`src/rtl/cam_pack_multibank.sv`:
```
// Camera capture front-end: synchronises a parallel camera bus into WBs_CLK_i, packs pixels into words
// and spreads them over NUM_BANKS FIFOs in BANK_WORDS chunks. Optional CAM_PACK_PAD_EN pushes padded partial words.
module cam_pack_multibank #(
    parameter int DATA_W       = 8,
    parameter int PIX_PER_WORD = 4,
    parameter int NUM_BANKS    = 2,
    parameter int BANK_WORDS   = 512,
    parameter int CNT_W        = 16,
    localparam int WORD_W      = DATA_W * PIX_PER_WORD,
    localparam int SEL_W       = (NUM_BANKS > 1) ? $clog2(NUM_BANKS) : 1
) (
    input  logic                 WBs_CLK_i,
    input  logic                 WBs_RST_i,
    input  logic                 Cam_En_i,
    input  logic                 PCLK_i,
    input  logic                 VSYNC_i,
    input  logic                 HREF_i,
    input  logic [DATA_W-1:0]    PIXD_i,
    input  logic [NUM_BANKS-1:0] Bank_Full_i,
    input  logic                 Ovf_Clr_i,
    output logic [NUM_BANKS-1:0] Push_o,
    output logic [WORD_W-1:0]    Push_Data_o,
    output logic [SEL_W-1:0]     Bank_Sel_o,
    output logic [CNT_W-1:0]     Word_Cnt_o,
    output logic                 Frame_Done_o,
    output logic                 Overflow_o,
    output logic                 Busy_o
);

    // state  | meaning
    // IDLE   | waiting for enable and a VSYNC rising edge
    // ACTIVE | packing pixels on sample events
    // FLUSH  | one-cycle end of frame, Frame_Done_o (and padded push) here
    typedef enum logic [1:0] {IDLE, ACTIVE, FLUSH} state_t;

    localparam int PC_W = (PIX_PER_WORD > 1) ? $clog2(PIX_PER_WORD) : 1;
    localparam int BW_W = $clog2(BANK_WORDS + 1);

    state_t state_q, state_d;
    logic   go_active, go_flush;

    logic pclk_s1, pclk_s2, pclk_s3;
    logic vsync_s1, vsync_s2, vsync_s3;
    logic href_s1, href_s2;
    logic [DATA_W-1:0] pixd_s1, pixd_s2;

    logic              sample_q;
    logic [DATA_W-1:0] pix_q;

    logic [WORD_W-1:0] acc, acc_next;
    logic [PC_W-1:0]   pix_cnt, cnt_next;
    logic [BW_W-1:0]   bank_left;
    logic              pix_ok, word_done, pad_push, push_req;
    logic              vs_rise, vs_fall;

    assign vs_rise = vsync_s2 & ~vsync_s3;
    assign vs_fall = ~vsync_s2 & vsync_s3;
    assign Busy_o  = (state_q != IDLE);

    always_comb begin
        state_d   = state_q;
        go_active = 1'b0;
        go_flush  = 1'b0;
        case (state_q)
            IDLE: begin
                if (Cam_En_i && vs_rise) begin
                    state_d   = ACTIVE;
                    go_active = 1'b1;
                end
            end
            ACTIVE: begin
                if (!Cam_En_i) begin
                    state_d = IDLE;
                end else if (vs_fall) begin
                    state_d  = FLUSH;
                    go_flush = 1'b1;
                end
            end
            FLUSH:   state_d = IDLE;
            default: state_d = IDLE;
        endcase
    end

    // First pixel of a word lands in the MSBs; the accumulator is cleared per word so
    // any unfilled slots of a partial word are already zero padding.
    always_comb begin
        pix_ok    = (state_q == ACTIVE) && Cam_En_i && sample_q;
        word_done = pix_ok && (pix_cnt == PC_W'(PIX_PER_WORD - 1));
        acc_next  = acc;
        for (int i = 0; i < PIX_PER_WORD; i++) begin
            if (pix_ok && (pix_cnt == PC_W'(i)))
                acc_next[WORD_W-1-i*DATA_W -: DATA_W] = pix_q;
        end
        if (!pix_ok)
            cnt_next = pix_cnt;
        else if (word_done)
            cnt_next = '0;
        else
            cnt_next = pix_cnt + 1'b1;
    end

`ifdef CAM_PACK_PAD_EN
    assign pad_push = go_flush && (cnt_next != '0);
`else
    assign pad_push = 1'b0;
`endif

    assign push_req = word_done | pad_push;

    always_ff @(posedge WBs_CLK_i) begin
        if (WBs_RST_i) begin
            pclk_s1      <= 1'b0;
            pclk_s2      <= 1'b0;
            pclk_s3      <= 1'b0;
            vsync_s1     <= 1'b0;
            vsync_s2     <= 1'b0;
            vsync_s3     <= 1'b0;
            href_s1      <= 1'b0;
            href_s2      <= 1'b0;
            pixd_s1      <= '0;
            pixd_s2      <= '0;
            sample_q     <= 1'b0;
            pix_q        <= '0;
            state_q      <= IDLE;
            acc          <= '0;
            pix_cnt      <= '0;
            bank_left    <= BW_W'(BANK_WORDS - 1);
            Push_o       <= '0;
            Push_Data_o  <= '0;
            Bank_Sel_o   <= '0;
            Word_Cnt_o   <= '0;
            Frame_Done_o <= 1'b0;
            Overflow_o   <= 1'b0;
        end else begin
            pclk_s1  <= PCLK_i;
            pclk_s2  <= pclk_s1;
            pclk_s3  <= pclk_s2;
            vsync_s1 <= VSYNC_i;
            vsync_s2 <= vsync_s1;
            vsync_s3 <= vsync_s2;
            href_s1  <= HREF_i;
            href_s2  <= href_s1;
            pixd_s1  <= PIXD_i;
            pixd_s2  <= pixd_s1;

            // Registered edge detect keeps the pixel aligned with its sample strobe.
            sample_q <= pclk_s2 & ~pclk_s3 & vsync_s2 & href_s2;
            pix_q    <= pixd_s2;

            state_q      <= state_d;
            Push_o       <= '0;
            Frame_Done_o <= go_flush;

            if (state_d == ACTIVE) begin
                acc     <= word_done ? '0 : acc_next;
                pix_cnt <= cnt_next;
            end else begin
                acc     <= '0;
                pix_cnt <= '0;
            end

            if (Ovf_Clr_i)
                Overflow_o <= 1'b0;

            if (go_active) begin
                Word_Cnt_o <= '0;
                Bank_Sel_o <= '0;
                bank_left  <= BW_W'(BANK_WORDS - 1);
            end else if (push_req) begin
                if (Bank_Full_i[Bank_Sel_o]) begin
                    Overflow_o <= 1'b1;
                end else begin
                    Push_o      <= NUM_BANKS'(1) << Bank_Sel_o;
                    Push_Data_o <= acc_next;
                    if (Word_Cnt_o != {CNT_W{1'b1}})
                        Word_Cnt_o <= Word_Cnt_o + 1'b1;
                    if (bank_left == '0) begin
                        bank_left  <= BW_W'(BANK_WORDS - 1);
                        Bank_Sel_o <= (Bank_Sel_o == SEL_W'(NUM_BANKS - 1)) ? '0 : Bank_Sel_o + 1'b1;
                    end else begin
                        bank_left <= bank_left - 1'b1;
                    end
                end
            end
        end
    end

endmodule
```
`config.mk`:
```
export PLATFORM = sky130hd
export DESIGN_NAME = cam_pack_multibank
export DESIGN_NICKNAME = d
export VERILOG_FILES = /design/src/rtl/cam_pack_multibank.sv
export SDC_FILE = /design/constraint.sdc
export NUM_CORES = 1
export LEC_CHECK = 0
export ABC_CLOCK_PERIOD_IN_PS = 1900
export CORE_MARGIN = 2
export CORE_UTILIZATION = 47
export CTS_CLUSTER_SIZE = 14
export DETAILED_ROUTE_END_ITERATION = 10
export HOLD_SLACK_MARGIN = 0.06
export PLACE_DENSITY = 0.82
export SKIP_LAST_GASP = 1
export SYNTH_ARGS = -nofsm -noshare
export SYNTH_HDL_FRONTEND = slang
export SYNTH_SLANG_ARGS = --single-unit
```
`constraint.sdc`:
```
create_clock -name WBs_CLK_i -period 1.9 [get_ports WBs_CLK_i]
set_input_delay 0.285 -clock WBs_CLK_i [delete_from_list [all_inputs] [get_ports WBs_CLK_i]]
set_output_delay 0.285 -clock WBs_CLK_i [all_outputs]
set_load 0.03 [all_outputs]
```
==> impl_metrics.prom, run 1 <==
# TYPE chip_impl_metric gauge
chip_impl_metric{name="route.final.wire_length",unit="microns"} 10500
chip_impl_metric{name="reg2regPathDepth",unit=""} 4
chip_impl_info{name="synth.largest_area_cell",value="sky130_fd_sc_hd__dfxtp_1"} 1
chip_impl_metric{name="track_usage",unit=""} 0.199
chip_impl_metric{name="layout_setup_ws",unit="ps"} -98.9
chip_impl_metric{name="min_delay_path_depth",unit=""} 3
chip_impl_metric{name="die_w",unit="microns"} 103
chip_impl_info{name="min_delay_worst_endpoint",value="state_q[0]$_SDFF_PP0_"} 1
chip_impl_metric{name="cp.arrival",unit="ps"} 2430
chip_impl_metric{name="total_of_warnings_raised_by_yosys",unit=""} 0
chip_impl_metric{name="drc_errors",unit=""} 0
chip_impl_metric{name="grt_first_pass_wirelength",unit="microns"} 16500
chip_impl_metric{name="route.antenna.remaining_nets",unit=""} 0
chip_impl_metric{name="final_net_count",unit=""} 590
chip_impl_metric{name="synthesis.area",unit="sq mm"} 0.00461
chip_impl_metric{name="synthesis.area_per_instance",unit="sq um"} 10.0
chip_impl_info{name="worstHoldPathType",value="in2reg"} 1
chip_impl_metric{name="post-place-cells",unit=""} 679
chip_impl_metric{name="cts.hold.buffers_added",unit=""} 0
chip_impl_info{name="netlist_top_cells_area",value="sky130_fd_sc_hd__dfxtp_1 (54%), sky130_fd_sc_hd__mux2i_1 (5.9%), sky130_fd_sc_hd__nor2b_1 (4.3%)"} 1
chip_impl_metric{name="cts-buffers-inserted",unit=""} 17
chip_impl_metric{name="vdd_drop_max",unit="V"} 0.000728
chip_impl_metric{name="gr_overflow_total",unit=""} 0
chip_impl_metric{name="syn-num-nets",unit=""} 482
chip_impl_metric{name="post-route-period-util",unit=""} 1.05
chip_impl_metric{name="worstMarginPinSlew",unit="ps"} 558
chip_impl_metric{name="count_of_vias_placed_by_the_detailed_router",unit=""} 3706
chip_impl_info{name="critPathKind",value="reg2reg"} 1
chip_impl_metric{name="final.min_clock_period",unit="ps"} 2000
chip_impl_metric{name="start_util",unit=""} 0.478
chip_impl_metric{name="async_flop_share",unit=""} 0
chip_impl_metric{name="r2r_slack",unit="ps"} -100
chip_impl_metric{name="max_cap_violations",unit=""} 0
chip_impl_info{name="synth_most_common_cell",value="sky130_fd_sc_hd__dfxtp_1"} 1
chip_impl_info{name="tritoncts",value="done"} 1
chip_impl_metric{name="final_max_slew_viol_count",unit=""} 0
chip_impl_metric{name="worst_clock_skew",unit="ps"} 7.52
chip_impl_metric{name="grt_antenna_before_repair",unit=""} 0
chip_impl_metric{name="dr.first_iter.drc_count",unit=""} 165
chip_impl_metric{name="number_of_antenna_cells_inserted",unit=""} 0
chip_impl_metric{name="max_slew_headroom",unit=""} 0.628
chip_impl_info{name="crit_path_end_kind",value="register"} 1
chip_impl_metric{name="number_of_placement_rows",unit=""} 36
chip_impl_metric{name="die_h",unit="microns"} 103
chip_impl_metric{name="largest_net_degree_at_the_start_of_global_routing",unit=""} 67
chip_impl_info{name="timing.hold.worst.start",value="WBs_RST_i"} 1
chip_impl_metric{name="number_of_i_o_port_buffers",unit=""} 70
chip_impl_info{name="clk_root_buffer_cell",value="sky130_fd_sc_hd__clkbuf_8"} 1
chip_impl_metric{name="cts_buffer_depth",unit=""} 2
chip_impl_metric{name="synth_enable_flop_cells",unit=""} 0
chip_impl_metric{name="ios",unit=""} 71
chip_impl_info{name="worstReg2RegStart",value="bank_left[5]$_SDFFE_PP1P_"} 1
chip_impl_info{name="violations_in_the_final_reports",value="negative setup slack"} 1
chip_impl_metric{name="worst-endpoint-required",unit="ps"} 2340
chip_impl_metric{name="setup-violations-final",unit=""} 2
chip_impl_metric{name="place_hpwl",unit="microns"} 6700
chip_impl_metric{name="wl_per_cell",unit="microns"} 14.8
chip_impl_metric{name="final-hold-violation-count",unit=""} 0
chip_impl_metric{name="synth-seq-area-share",unit=""} 0.539
chip_impl_metric{name="synthesis.instances",unit=""} 459
chip_impl_metric{name="fin_cells",unit=""} 713
chip_impl_metric{name="fp.coreArea",unit="sq mm"} 0.00964
chip_impl_info{name="worstSetupStartpointType",value="register"} 1
chip_impl_metric{name="grt_pass1_vias",unit=""} 3523
chip_impl_info{name="synth-main-ff-cell",value="sky130_fd_sc_hd__dfxtp_1"} 1
chip_impl_metric{name="max_freq",unit="MHz"} 500
chip_impl_info{name="outcome",value="finished, violations left"} 1
chip_impl_metric{name="die_area",unit="sq mm"} 0.0106
chip_impl_metric{name="clock-sinks",unit=""} 124
chip_impl_metric{name="clk-insertion-delay-late",unit="ps"} 510
chip_impl_metric{name="cts.reportedPaths.clkPinSlew",unit="ps"} 60
chip_impl_info{name="reg2reg_to",value="bank_left[9]$_SDFFE_PP0P_"} 1
chip_impl_metric{name="post_route_cells_drive_above_1_share",unit=""} 0.172
chip_impl_metric{name="post_drt_via_cell_ratio",unit=""} 5.20
chip_impl_metric{name="tns",unit="ps"} -169
chip_impl_metric{name="top_area_cell_type_share_of_the_netlist_area",unit=""} 0.539
chip_impl_metric{name="synthDistinctLibCells",unit=""} 47
chip_impl_metric{name="h-tree-depth",unit=""} 4
chip_impl_metric{name="p_leak",unit="nW"} 2.75
chip_impl_info{name="setup_repair_after_global_routing_missed_its_margin",value="true"} 1
chip_impl_metric{name="critical_path_peak_fanout",unit=""} 5
chip_impl_info{name="critical_path.startpoint",value="bank_left[5]$_SDFFE_PP1P_"} 1
chip_impl_metric{name="drt_pre_antenna_iters",unit=""} 4
chip_impl_metric{name="synth_seq_cells",unit=""} 124
chip_impl_metric{name="power.density",unit="mW/mm^2"} 939
chip_impl_info{name="synthTopCellsByCount",value="sky130_fd_sc_hd__dfxtp_1 (124), sky130_fd_sc_hd__nor2_1 (39), sky130_fd_sc_hd__nor2b_1 (32), sky130_fd_sc_hd__nand2b_1 (30), sky130_fd_sc_hd__mux2i_1 (27)"} 1
chip_impl_metric{name="syn2layout_area_growth",unit="%"} 37.4
chip_impl_metric{name="gp_congestion",unit=""} 0.802
timing repair:
| item | CTS | global route |
|---|---|---|
| buffers inserted | 1 | 1 |
| pin swaps | 2 | 0 |
| setup endpoints to repair | 16 | 25 |
| resized for setup | 12 | 15 |
| gates cloned | 0 | 0 |
worst max-delay path by stage:
stage                                        endpoint  slack (ps)  depth (start not counted)
after floorplan             bank_left[9]$_SDFFE_PP0P_         -40                          4
after global routing        bank_left[9]$_SDFFE_PP0P_        -140                          4
after CTS                   bank_left[9]$_SDFFE_PP0P_        -100                          4
after global placement    Word_Cnt_o[13]$_SDFFE_PP0P_        -300                          5
final                       bank_left[9]$_SDFFE_PP0P_        -100                          4
after detailed placement  Word_Cnt_o[13]$_SDFFE_PP0P_        -400                          5
kinds of logic after synthesis:
family,synth area share
AO/OA/AOI/OAI,0.110
flip-flops,0.539
XOR/XNOR,0.00760
multiplexers,0.0611
adder cells (fa/ha/maj),0.0163
AND/OR/NAND/NOR,0.232
buffers and inverters,0.0342
per-layer routing:
layer / track usage / up-vias / wire length, microns
li1: - / 1840 / -
met1: 0.264 / 1747 / 4700
met2: 0.321 / 110 / 5130
met3: 0.0447 / 9 / 561
met4: 0.0739 / 0 / 126
met5: 0 / - / 0
final cells by class:
cell class / count / area [sq um]
Clock buffer: 17 / 414
Timing Repair Buffer: 114 / 1070
Tap cell: 133 / 166
Fill cell: 750 / 3310
Clock inverter: 15 / 178
Sequential cell: 124 / 2490
Inverter: 7 / 26.3
Multi-Input combinational cell: 303 / 1990
critical path: stages, from the launching register on:
cell                      delay [ps]
sky130_fd_sc_hd__dfxtp_2         320
sky130_fd_sc_hd__or4_4           530
sky130_fd_sc_hd__or4_4           460
sky130_fd_sc_hd__or4_4           490
sky130_fd_sc_hd__a21oi_2         130
placed cells by master (no fill, tap or decap), drive strengths merged, types with 7 or more instances in the layout:
cell type      netlist  routed
nor2b               32      32
clkbuf              23      18
clkdlybuf4s50        0      53
nand2b              30      30
o21ai                7       7
nor2                39      39
nand2               22      22
and3                 7       7
or4                 16      16
a22oi               20      20
inv                  7      14
nand4                8       8
buf                  2      45
dlygate4sd2          0       9
a21oi               26      26
dfxtp              124     124
mux2i               27      27
nand3                9       9
o31ai               13      13
power by group:
| group | leakage (nW) | switching [mW] | internal (mW) |
|---|---|---|---|
| logic | 1.46 | 0.0577 | 0.0689 |
| clock network | 0.282 | 1.27 | 1.91 |
| registers | 1.01 | 0.0122 | 2.63 |
| total | 2.75 | 1.34 | 4.61 |
state kept, by name, summed over array words and instances (netlist names):
name,flops
Push_o,2
Frame_Done_o,1
pclk_s2,1
href_s2,1
acc,24
pclk_s1,1
pixd_s2,8
pclk_s3,1
state_q,2
Bank_Sel_o,1
pix_cnt,2
Push_Data_o,32
vsync_s1,1
href_s1,1
pixd_s1,8
pix_q,8
vsync_s3,1
sample_q,1
vsync_s2,1
Word_Cnt_o,16
Overflow_o,1
bank_left,10
per-stage QoR:
step           power (mW)   util  hold WS [ps]  area [sq um]  setup slack (ps)
2_1_floorplan        2.76      -           413          4620             -43.8
3_3_place_gp         2.82  0.592           417          5700              -298
3_5_place_dp         2.82  0.592           423          5700              -397
4_1_cts              5.97  0.653           136          6300             -99.3
5_1_grt              6.11  0.657           178          6330              -141
6_report             5.95  0.657           151          6330             -98.9
(Power assumes the default switching activity.)
==> inputs of run 2 (changes only) <==
CTS_BUF_LIST = sky130_fd_sc_hd__clkbuf_4   (was default)
==> run 2 against run 1 <==
Effect of this change:
- the flow still finishes with violations (negative setup slack)
- design area fell by 3.9%
- global-route usage decreased by 0.74 points
- register-to-register slack better by 50 ps
- largest power group is now registers
==> impl_metrics.prom, run 2 (synthesis gave the netlist of run 1 again) <==
# TYPE chip_impl_metric gauge
chip_impl_info{name="outcome",value="finished, violations left"} 1
chip_impl_info{name="violations_in_the_final_reports",value="negative setup slack"} 1
chip_impl_info{name="timing.critical_path.cells",value="or4_4 -> or4_4 -> or4_4 -> a21oi_2"} 1
chip_impl_metric{name="place_hpwl",unit="microns"} 6700
chip_impl_metric{name="count_of_vias_placed_by_the_detailed_router",unit=""} 3673
chip_impl_metric{name="ios",unit=""} 71
chip_impl_metric{name="setup-violations-final",unit=""} 2
chip_impl_metric{name="filler_cells_inserted",unit=""} 788
chip_impl_metric{name="fin_cells",unit=""} 714
chip_impl_metric{name="holdWs",unit="ps"} 149
chip_impl_metric{name="p_switching",unit="mW"} 1.15
chip_impl_metric{name="final_net_count",unit=""} 590
chip_impl_metric{name="cell_internal_pwr",unit="mW"} 3.52
chip_impl_metric{name="largest_net_degree_at_the_start_of_global_routing",unit=""} 67
chip_impl_info{name="largest_registers",value="Push_Data_o (32), acc (24), Word_Cnt_o (16)"} 1
chip_impl_metric{name="h-tree-depth",unit=""} 4
chip_impl_info{name="crit_slowest_cell",value="sky130_fd_sc_hd__or4_4"} 1
chip_impl_info{name="clk_root_buffer_cell",value="sky130_fd_sc_hd__clkbuf_4"} 1
chip_impl_metric{name="worst_clock_skew",unit="ps"} 19.0
chip_impl_metric{name="multiInputGateArea",unit="sq mm"} 0.00199
chip_impl_metric{name="min_delay_path_depth",unit=""} 3
chip_impl_info{name="regMostFlops",value="Push_Data_o"} 1
chip_impl_metric{name="power_frac_comb",unit=""} 0.027
chip_impl_info{name="layout.cells.most_common_list",value="sky130_fd_sc_hd__dfxtp_1 (118), sky130_fd_sc_hd__buf_4 (40), sky130_fd_sc_hd__nor2_1 (39)"} 1
chip_impl_metric{name="syn2layout_area_growth",unit="%"} 32.0
chip_impl_info{name="setup_repair_after_global_routing_missed_its_margin",value="true"} 1
chip_impl_metric{name="critical_path_peak_fanout",unit=""} 5
chip_impl_metric{name="r2r_slack",unit="ps"} -50
chip_impl_metric{name="vdd_drop_max",unit="V"} 0.000498
chip_impl_metric{name="clk-insertion-delay-late",unit="ps"} 510
chip_impl_metric{name="post_drt_via_cell_ratio",unit=""} 5.14
chip_impl_metric{name="seqPwrFrac",unit=""} 0.564
chip_impl_metric{name="power.clock.fraction",unit=""} 0.409
chip_impl_metric{name="grt_antenna_before_repair",unit=""} 1
chip_impl_metric{name="cts-buffers-inserted",unit=""} 17
chip_impl_metric{name="die_h",unit="microns"} 103
chip_impl_info{name="final_common_cell",value="sky130_fd_sc_hd__dfxtp_1"} 1
chip_impl_metric{name="cp_num_buf_inv",unit=""} 0
chip_impl_metric{name="finalInstanceArea",unit="sq mm"} 0.00608
chip_impl_info{name="worstSetupStartpointType",value="register"} 1
chip_impl_metric{name="max_slew_headroom",unit=""} 0.630
chip_impl_info{name="tritoncts",value="done"} 1
chip_impl_metric{name="grt_pass1_vias",unit=""} 3441
chip_impl_metric{name="post-place-cells",unit=""} 679
chip_impl_metric{name="max_cap_violations",unit=""} 0
chip_impl_metric{name="cp.arrival",unit="ps"} 2380
chip_impl_metric{name="wl_per_cell",unit="microns"} 14.0
chip_impl_metric{name="post-route-period-util",unit=""} 1.03
chip_impl_metric{name="number_of_i_o_port_buffers",unit=""} 70
chip_impl_metric{name="gr_overflow_total",unit=""} 0
chip_impl_info{name="min_delay_worst_endpoint",value="state_q[0]$_SDFF_PP0_"} 1
chip_impl_metric{name="layout_setup_ws",unit="ps"} -48.1
chip_impl_metric{name="worst-endpoint-required",unit="ps"} 2330
chip_impl_metric{name="total_power",unit="mW"} 4.68
chip_impl_info{name="timing.hold.worst.start",value="WBs_RST_i"} 1
chip_impl_metric{name="track_usage",unit=""} 0.192
chip_impl_info{name="reg2reg_to",value="bank_left[9]$_SDFFE_PP0P_"} 1
chip_impl_metric{name="utilization",unit=""} 0.631
chip_impl_metric{name="die_area",unit="sq mm"} 0.0106
chip_impl_metric{name="final.min_clock_period",unit="ps"} 1950
chip_impl_metric{name="cts.reportedPaths.clkPinSlew",unit="ps"} 110
chip_impl_metric{name="cpPeakStageDelay",unit="ps"} 530
chip_impl_metric{name="dr.first_iter.drc_count",unit=""} 128
chip_impl_metric{name="sequential_cell_area",unit="sq mm"} 0.00249
chip_impl_metric{name="reg2regPathDepth",unit=""} 4
chip_impl_metric{name="start_util",unit=""} 0.478
chip_impl_info{name="critical-path-top-delay-family",value="simple AND/OR/NAND/NOR gates"} 1
chip_impl_metric{name="gp_congestion",unit=""} 0.802
chip_impl_metric{name="placed_area",unit="sq mm"} 0.00570
chip_impl_info{name="worstHoldPathType",value="in2reg"} 1
chip_impl_metric{name="clock-sinks",unit=""} 124
chip_impl_info{name="worstReg2RegStart",value="bank_left[3]$_SDFFE_PP1P_"} 1
chip_impl_metric{name="post_route_cells_drive_above_1_share",unit=""} 0.172
chip_impl_metric{name="final_max_slew_viol_count",unit=""} 0
chip_impl_metric{name="max_freq",unit="MHz"} 513
chip_impl_metric{name="number_of_placement_rows",unit=""} 36
chip_impl_metric{name="grt_first_pass_wirelength",unit="microns"} 15900
chip_impl_info{name="critPathMostFrequentCell",value="sky130_fd_sc_hd__or4_4"} 1
chip_impl_metric{name="worstMarginPinSlew",unit="ps"} 555
chip_impl_metric{name="largest_register_ffs",unit=""} 32
chip_impl_metric{name="power.density",unit="mW/mm^2"} 769
chip_impl_metric{name="drc_errors",unit=""} 0
chip_impl_metric{name="power.share.switching",unit=""} 0.247
chip_impl_metric{name="final-hold-violation-count",unit=""} 0
chip_impl_metric{name="die_w",unit="microns"} 103
chip_impl_metric{name="route.antenna.remaining_nets",unit=""} 0
chip_impl_metric{name="tns",unit="ps"} -81.5
chip_impl_metric{name="cts_buffer_depth",unit=""} 2
chip_impl_info{name="crit_path_end_kind",value="register"} 1
chip_impl_metric{name="route.final.wire_length",unit="microns"} 10000
chip_impl_info{name="critPathKind",value="reg2reg"} 1
chip_impl_metric{name="fp.coreArea",unit="sq mm"} 0.00964
chip_impl_metric{name="drt_pre_antenna_iters",unit=""} 4
chip_impl_metric{name="p_leak",unit="nW"} 3.00
chip_impl_metric{name="dp_slack",unit="ps"} -397
## run 2: cell types whose count changed in the layout (fill, tap and decap cells not counted), sizes merged
cell           previous run  this run
clkdlybuf4s50            53        28
diode                     0         1
dlygate4sd2               9        16
dlymetal6s2s              6        24
## run 2: repair_timing
| item | in CTS | in global routing |
|---|---|---|
| buffers inserted | 1 | 1 |
| setup endpoints to repair | 22 | 46 |
| resized for setup | 21 | 31 |
| pin swaps | 6 | 1 |
| gates cloned | 0 | 0 |
| hold buffers | 0 | 0 |
## run 2: area by class of cell
cell class                 instances  area share
sequential                       124       0.409
antenna                            1    0.000411
timing repair buffer             114       0.181
multi-input combinational        303       0.327
clock inverter                    15      0.0292
inverter                           7     0.00432
tap                              133      0.0274
clock buffer                      17      0.0210
## run 2: worst max-delay path by stage
stage | from | endpoint | slack, ps | depth (start not counted)
CTS | bank_left[5]$_SDFFE_PP1P_ | bank_left[9]$_SDFFE_PP0P_ | -110 | 4
detailed placement | Cam_En_i | Word_Cnt_o[13]$_SDFFE_PP0P_ | -400 | 5
global placement | Cam_En_i | Word_Cnt_o[13]$_SDFFE_PP0P_ | -300 | 5
floorplan | bank_left[3]$_SDFFE_PP1P_ | bank_left[9]$_SDFFE_PP0P_ | -40 | 4
global route | bank_left[5]$_SDFFE_PP1P_ | bank_left[9]$_SDFFE_PP0P_ | -90 | 4
finish | bank_left[3]$_SDFFE_PP1P_ | bank_left[9]$_SDFFE_PP0P_ | -50 | 4
## run 2: per-layer routing
layer	wire length [microns]	part of all wire	GRT usage
met5	0	0	0
met4	102	0.010	0.0769
met3	512	0.051	0.0488
met2	4770	0.48	0.307
met1	4610	0.46	0.250
## run 2: worst min-delay path, cell delays in order
cell	delay [ps]
sky130_fd_sc_hd__buf_2	120
sky130_fd_sc_hd__a2111oi_0	60
sky130_fd_sc_hd__buf_4	140
## run 2: power by group through the flow
stage / Sequential, mW / Combinational [mW] / Clock (mW)
floorplan: 2.69 / 0.0672 / 0
global placement: 2.70 / 0.123 / 0
detailed placement: 2.70 / 0.126 / 0
CTS: 2.64 / 0.126 / 1.96
global route: 2.64 / 0.139 / 2.07
finish: 2.64 / 0.126 / 1.91
==> inputs of run 3 (changes only) <==
CAP_MARGIN = 15   (was default)
CORE_MARGIN = default   (was 2)
==> run 3 against run 2 <==
Effect of this change:
- the flow still finishes with violations (negative setup slack)
- critical endpoint is now bank_left[1]$_SDFFE_PP1P_
- clock skew increased by 1.4 ps
- largest power group unchanged
- sequential share of layout area is 0.21 points higher
- worst setup slack got worse by 17 ps
- highest routed layer unchanged
- clock power down 9%
- wire length up 1.3%
- sequential power about the same
- design area shrank 0.45%
==> impl_metrics.prom, run 3 (synthesis gave the netlist of run 1 again) <==
# TYPE chip_impl_metric gauge
chip_impl_metric{name="clk-insertion-delay-late",unit="ps"} 510
chip_impl_metric{name="filler_cells_inserted",unit=""} 771
chip_impl_metric{name="critical_path_peak_fanout",unit=""} 7
chip_impl_metric{name="grt_antenna_before_repair",unit=""} 0
chip_impl_metric{name="cts.hold.buffers_added",unit=""} 0
chip_impl_metric{name="max_cap_violations",unit=""} 0
chip_impl_metric{name="final-hold-violation-count",unit=""} 0
chip_impl_metric{name="clock-sinks",unit=""} 124
chip_impl_metric{name="grt_first_pass_wirelength",unit="microns"} 16200
chip_impl_metric{name="drt_pre_antenna_iters",unit=""} 4
chip_impl_metric{name="place_hpwl",unit="microns"} 7110
chip_impl_metric{name="number_of_i_o_port_buffers",unit=""} 70
chip_impl_info{name="timing.hold.worst.start",value="WBs_RST_i"} 1
chip_impl_metric{name="dr.first_iter.drc_count",unit=""} 139
chip_impl_metric{name="ios",unit=""} 71
chip_impl_metric{name="worstMarginPinSlew",unit="ps"} 396
chip_impl_metric{name="fp.coreArea",unit="sq mm"} 0.00937
chip_impl_metric{name="placed_area",unit="sq mm"} 0.00570
chip_impl_metric{name="h-tree-depth",unit=""} 4
chip_impl_metric{name="largest_register_ffs",unit=""} 32
chip_impl_metric{name="wl_per_cell",unit="microns"} 14.4
chip_impl_info{name="layout.cells.most_common_list",value="sky130_fd_sc_hd__dfxtp_1 (117), sky130_fd_sc_hd__nor2_1 (39), sky130_fd_sc_hd__nor2b_1 (32)"} 1
chip_impl_metric{name="globalRouteMet1Util",unit=""} 0.245
chip_impl_metric{name="number_of_placement_rows",unit=""} 35
chip_impl_info{name="critPathKind",value="reg2reg"} 1
chip_impl_info{name="crit_path_end_kind",value="register"} 1
chip_impl_metric{name="cpPeakStageDelay",unit="ps"} 530
chip_impl_info{name="outcome",value="finished, violations left"} 1
chip_impl_metric{name="start_util",unit=""} 0.492
chip_impl_metric{name="dp_slack",unit="ps"} -287
chip_impl_metric{name="track_usage",unit=""} 0.205
chip_impl_metric{name="worst_clock_skew",unit="ps"} 20.4
chip_impl_metric{name="grt_util_met2",unit=""} 0.342
chip_impl_metric{name="postCtsSetupRepairBufs",unit=""} 0
chip_impl_metric{name="post_route_cells_drive_above_1_share",unit=""} 0.161
chip_impl_info{name="clk_root_buffer_cell",value="sky130_fd_sc_hd__clkbuf_4"} 1
chip_impl_metric{name="count_of_vias_placed_by_the_detailed_router",unit=""} 3716
chip_impl_metric{name="finalInstanceArea",unit="sq mm"} 0.00606
chip_impl_metric{name="holdWs",unit="ps"} 186
chip_impl_info{name="worstHoldPathType",value="in2reg"} 1
chip_impl_info{name="crit_slowest_cell",value="sky130_fd_sc_hd__or4_4"} 1
chip_impl_info{name="tritoncts",value="done"} 1
chip_impl_metric{name="layout_setup_ws",unit="ps"} -65.3
chip_impl_info{name="worstSetupStartpointType",value="register"} 1
chip_impl_metric{name="cp.arrival",unit="ps"} 2400
chip_impl_metric{name="met3_usage",unit=""} 0.0576
chip_impl_metric{name="gr_overflow_total",unit=""} 0
chip_impl_metric{name="max_freq",unit="MHz"} 509
chip_impl_metric{name="die_h",unit="microns"} 101
chip_impl_metric{name="largest_net_degree_at_the_start_of_global_routing",unit=""} 39
chip_impl_metric{name="gp_congestion",unit=""} 0.822
chip_impl_metric{name="sequential_cell_area",unit="sq mm"} 0.00249
chip_impl_metric{name="syn2layout_area_growth",unit="%"} 31.4
chip_impl_metric{name="grt_pass1_vias",unit=""} 3529
chip_impl_metric{name="final_max_slew_viol_count",unit=""} 0
chip_impl_metric{name="die_area",unit="sq mm"} 0.0102
chip_impl_info{name="violations_in_the_final_reports",value="negative setup slack"} 1
chip_impl_info{name="reg2reg_to",value="bank_left[1]$_SDFFE_PP1P_"} 1
chip_impl_metric{name="power.density",unit="mW/mm^2"} 743
chip_impl_metric{name="number_of_antenna_cells_inserted",unit=""} 0
chip_impl_metric{name="die_w",unit="microns"} 101
chip_impl_metric{name="p_leak",unit="nW"} 3.06
chip_impl_metric{name="vdd_drop_max",unit="V"} 0.000606
chip_impl_metric{name="cts.reportedPaths.clkPinSlew",unit="ps"} 140
chip_impl_info{name="min_delay_worst_endpoint",value="state_q[0]$_SDFF_PP0_"} 1
chip_impl_metric{name="post-place-cells",unit=""} 670
chip_impl_metric{name="post-route-period-util",unit=""} 1.03
chip_impl_metric{name="fin_cells",unit=""} 702
chip_impl_metric{name="total_power",unit="mW"} 4.50
chip_impl_metric{name="post_drt_via_cell_ratio",unit=""} 5.29
chip_impl_metric{name="route.final.wire_length",unit="microns"} 10100
chip_impl_metric{name="final_net_count",unit=""} 583
chip_impl_metric{name="r2r_slack",unit="ps"} -70
chip_impl_metric{name="max_slew_headroom",unit=""} 0.732
chip_impl_info{name="final_common_cell",value="sky130_fd_sc_hd__dfxtp_1"} 1
chip_impl_info{name="worstReg2RegStart",value="bank_left[5]$_SDFFE_PP1P_"} 1
chip_impl_metric{name="route.antenna.remaining_nets",unit=""} 0
chip_impl_metric{name="setup-violations-final",unit=""} 9
chip_impl_info{name="top_usage_layer",value="met2"} 1
chip_impl_info{name="critPathMostFrequentCell",value="sky130_fd_sc_hd__or4_4"} 1
chip_impl_metric{name="min_delay_path_depth",unit=""} 3
chip_impl_info{name="largest_registers",value="Push_Data_o (32), acc (24), Word_Cnt_o (16)"} 1
chip_impl_info{name="regMostFlops",value="Push_Data_o"} 1
chip_impl_metric{name="cts-buffers-inserted",unit=""} 17
chip_impl_metric{name="drc_errors",unit=""} 0
chip_impl_info{name="setup_repair_after_global_routing_missed_its_margin",value="true"} 1
chip_impl_info{name="timing.critical_path.cells",value="or4_4 -> or4_4 -> buf_6 -> o31a_4 -> o211ai_1"} 1
chip_impl_metric{name="reg2regPathDepth",unit=""} 5
chip_impl_metric{name="final.min_clock_period",unit="ps"} 1970
chip_impl_metric{name="cts_buffer_depth",unit=""} 2
chip_impl_metric{name="multiInputGateArea",unit="sq mm"} 0.00199
chip_impl_metric{name="worst-endpoint-required",unit="ps"} 2340
[run 3: timing repair]
action	4_1_cts	5_1_grt
pin swaps	3	0
resized for setup	19	35
endpoints found under the setup margin	24	53
[run 3: layer usage]
metal  part of all wire  wire length [microns]
met5                  0                      0
met3              0.049                    497
met2               0.49                   4980
met1               0.44                   4460
met4              0.018                    185
[run 3: how the worst max path moves through the flow]
stage	start	end	slack, ps	cells past startpoint
4_1_cts	bank_left[5]$_SDFFE_PP1P_	bank_left[1]$_SDFFE_PP1P_	-70	5
6_report	bank_left[5]$_SDFFE_PP1P_	bank_left[1]$_SDFFE_PP1P_	-70	5
3_5_place_dp	Cam_En_i	Word_Cnt_o[4]$_SDFFE_PP0P_	-290	6
3_3_place_gp	Cam_En_i	Word_Cnt_o[8]$_SDFFE_PP0P_	-220	6
2_1_floorplan	bank_left[3]$_SDFFE_PP1P_	bank_left[9]$_SDFFE_PP0P_	-40	4
5_1_grt	bank_left[5]$_SDFFE_PP1P_	bank_left[1]$_SDFFE_PP1P_	-100	5
[run 3: metrics by stage]
stage,setup TNS [ps],util
after detailed placement,-9540,0.608
after CTS,-203,0.637
after global placement,-5750,0.608
after global routing,-519,0.646
final,-230,0.646
after floorplan,-43.9,-
[run 3: layout make-up]
class / instances / share of cell area
flip-flops and latches: 124 / 0.411
multi-input cells: 303 / 0.329
repair buffers: 107 / 0.183
well taps: 129 / 0.0267
clock inverters: 15 / 0.0248
clock buffers: 17 / 0.0211
inverters: 7 / 0.00434
[run 3: critical path: cells and delay by family (launching register included)]
| kind | cells | cell delay [ps] |
|---|---|---|
| simple gates | 2 | 1000 |
| compound gates | 2 | 420 |
| buf+inv | 1 | 140 |
| flops | 1 | 340 |
[run 3: power breakdown]
group	total (mW)	switching [mW]	internal (mW)
clock network	1.73	1.14	0.596
logic	0.127	0.0565	0.0705
registers	2.64	0.0136	2.63
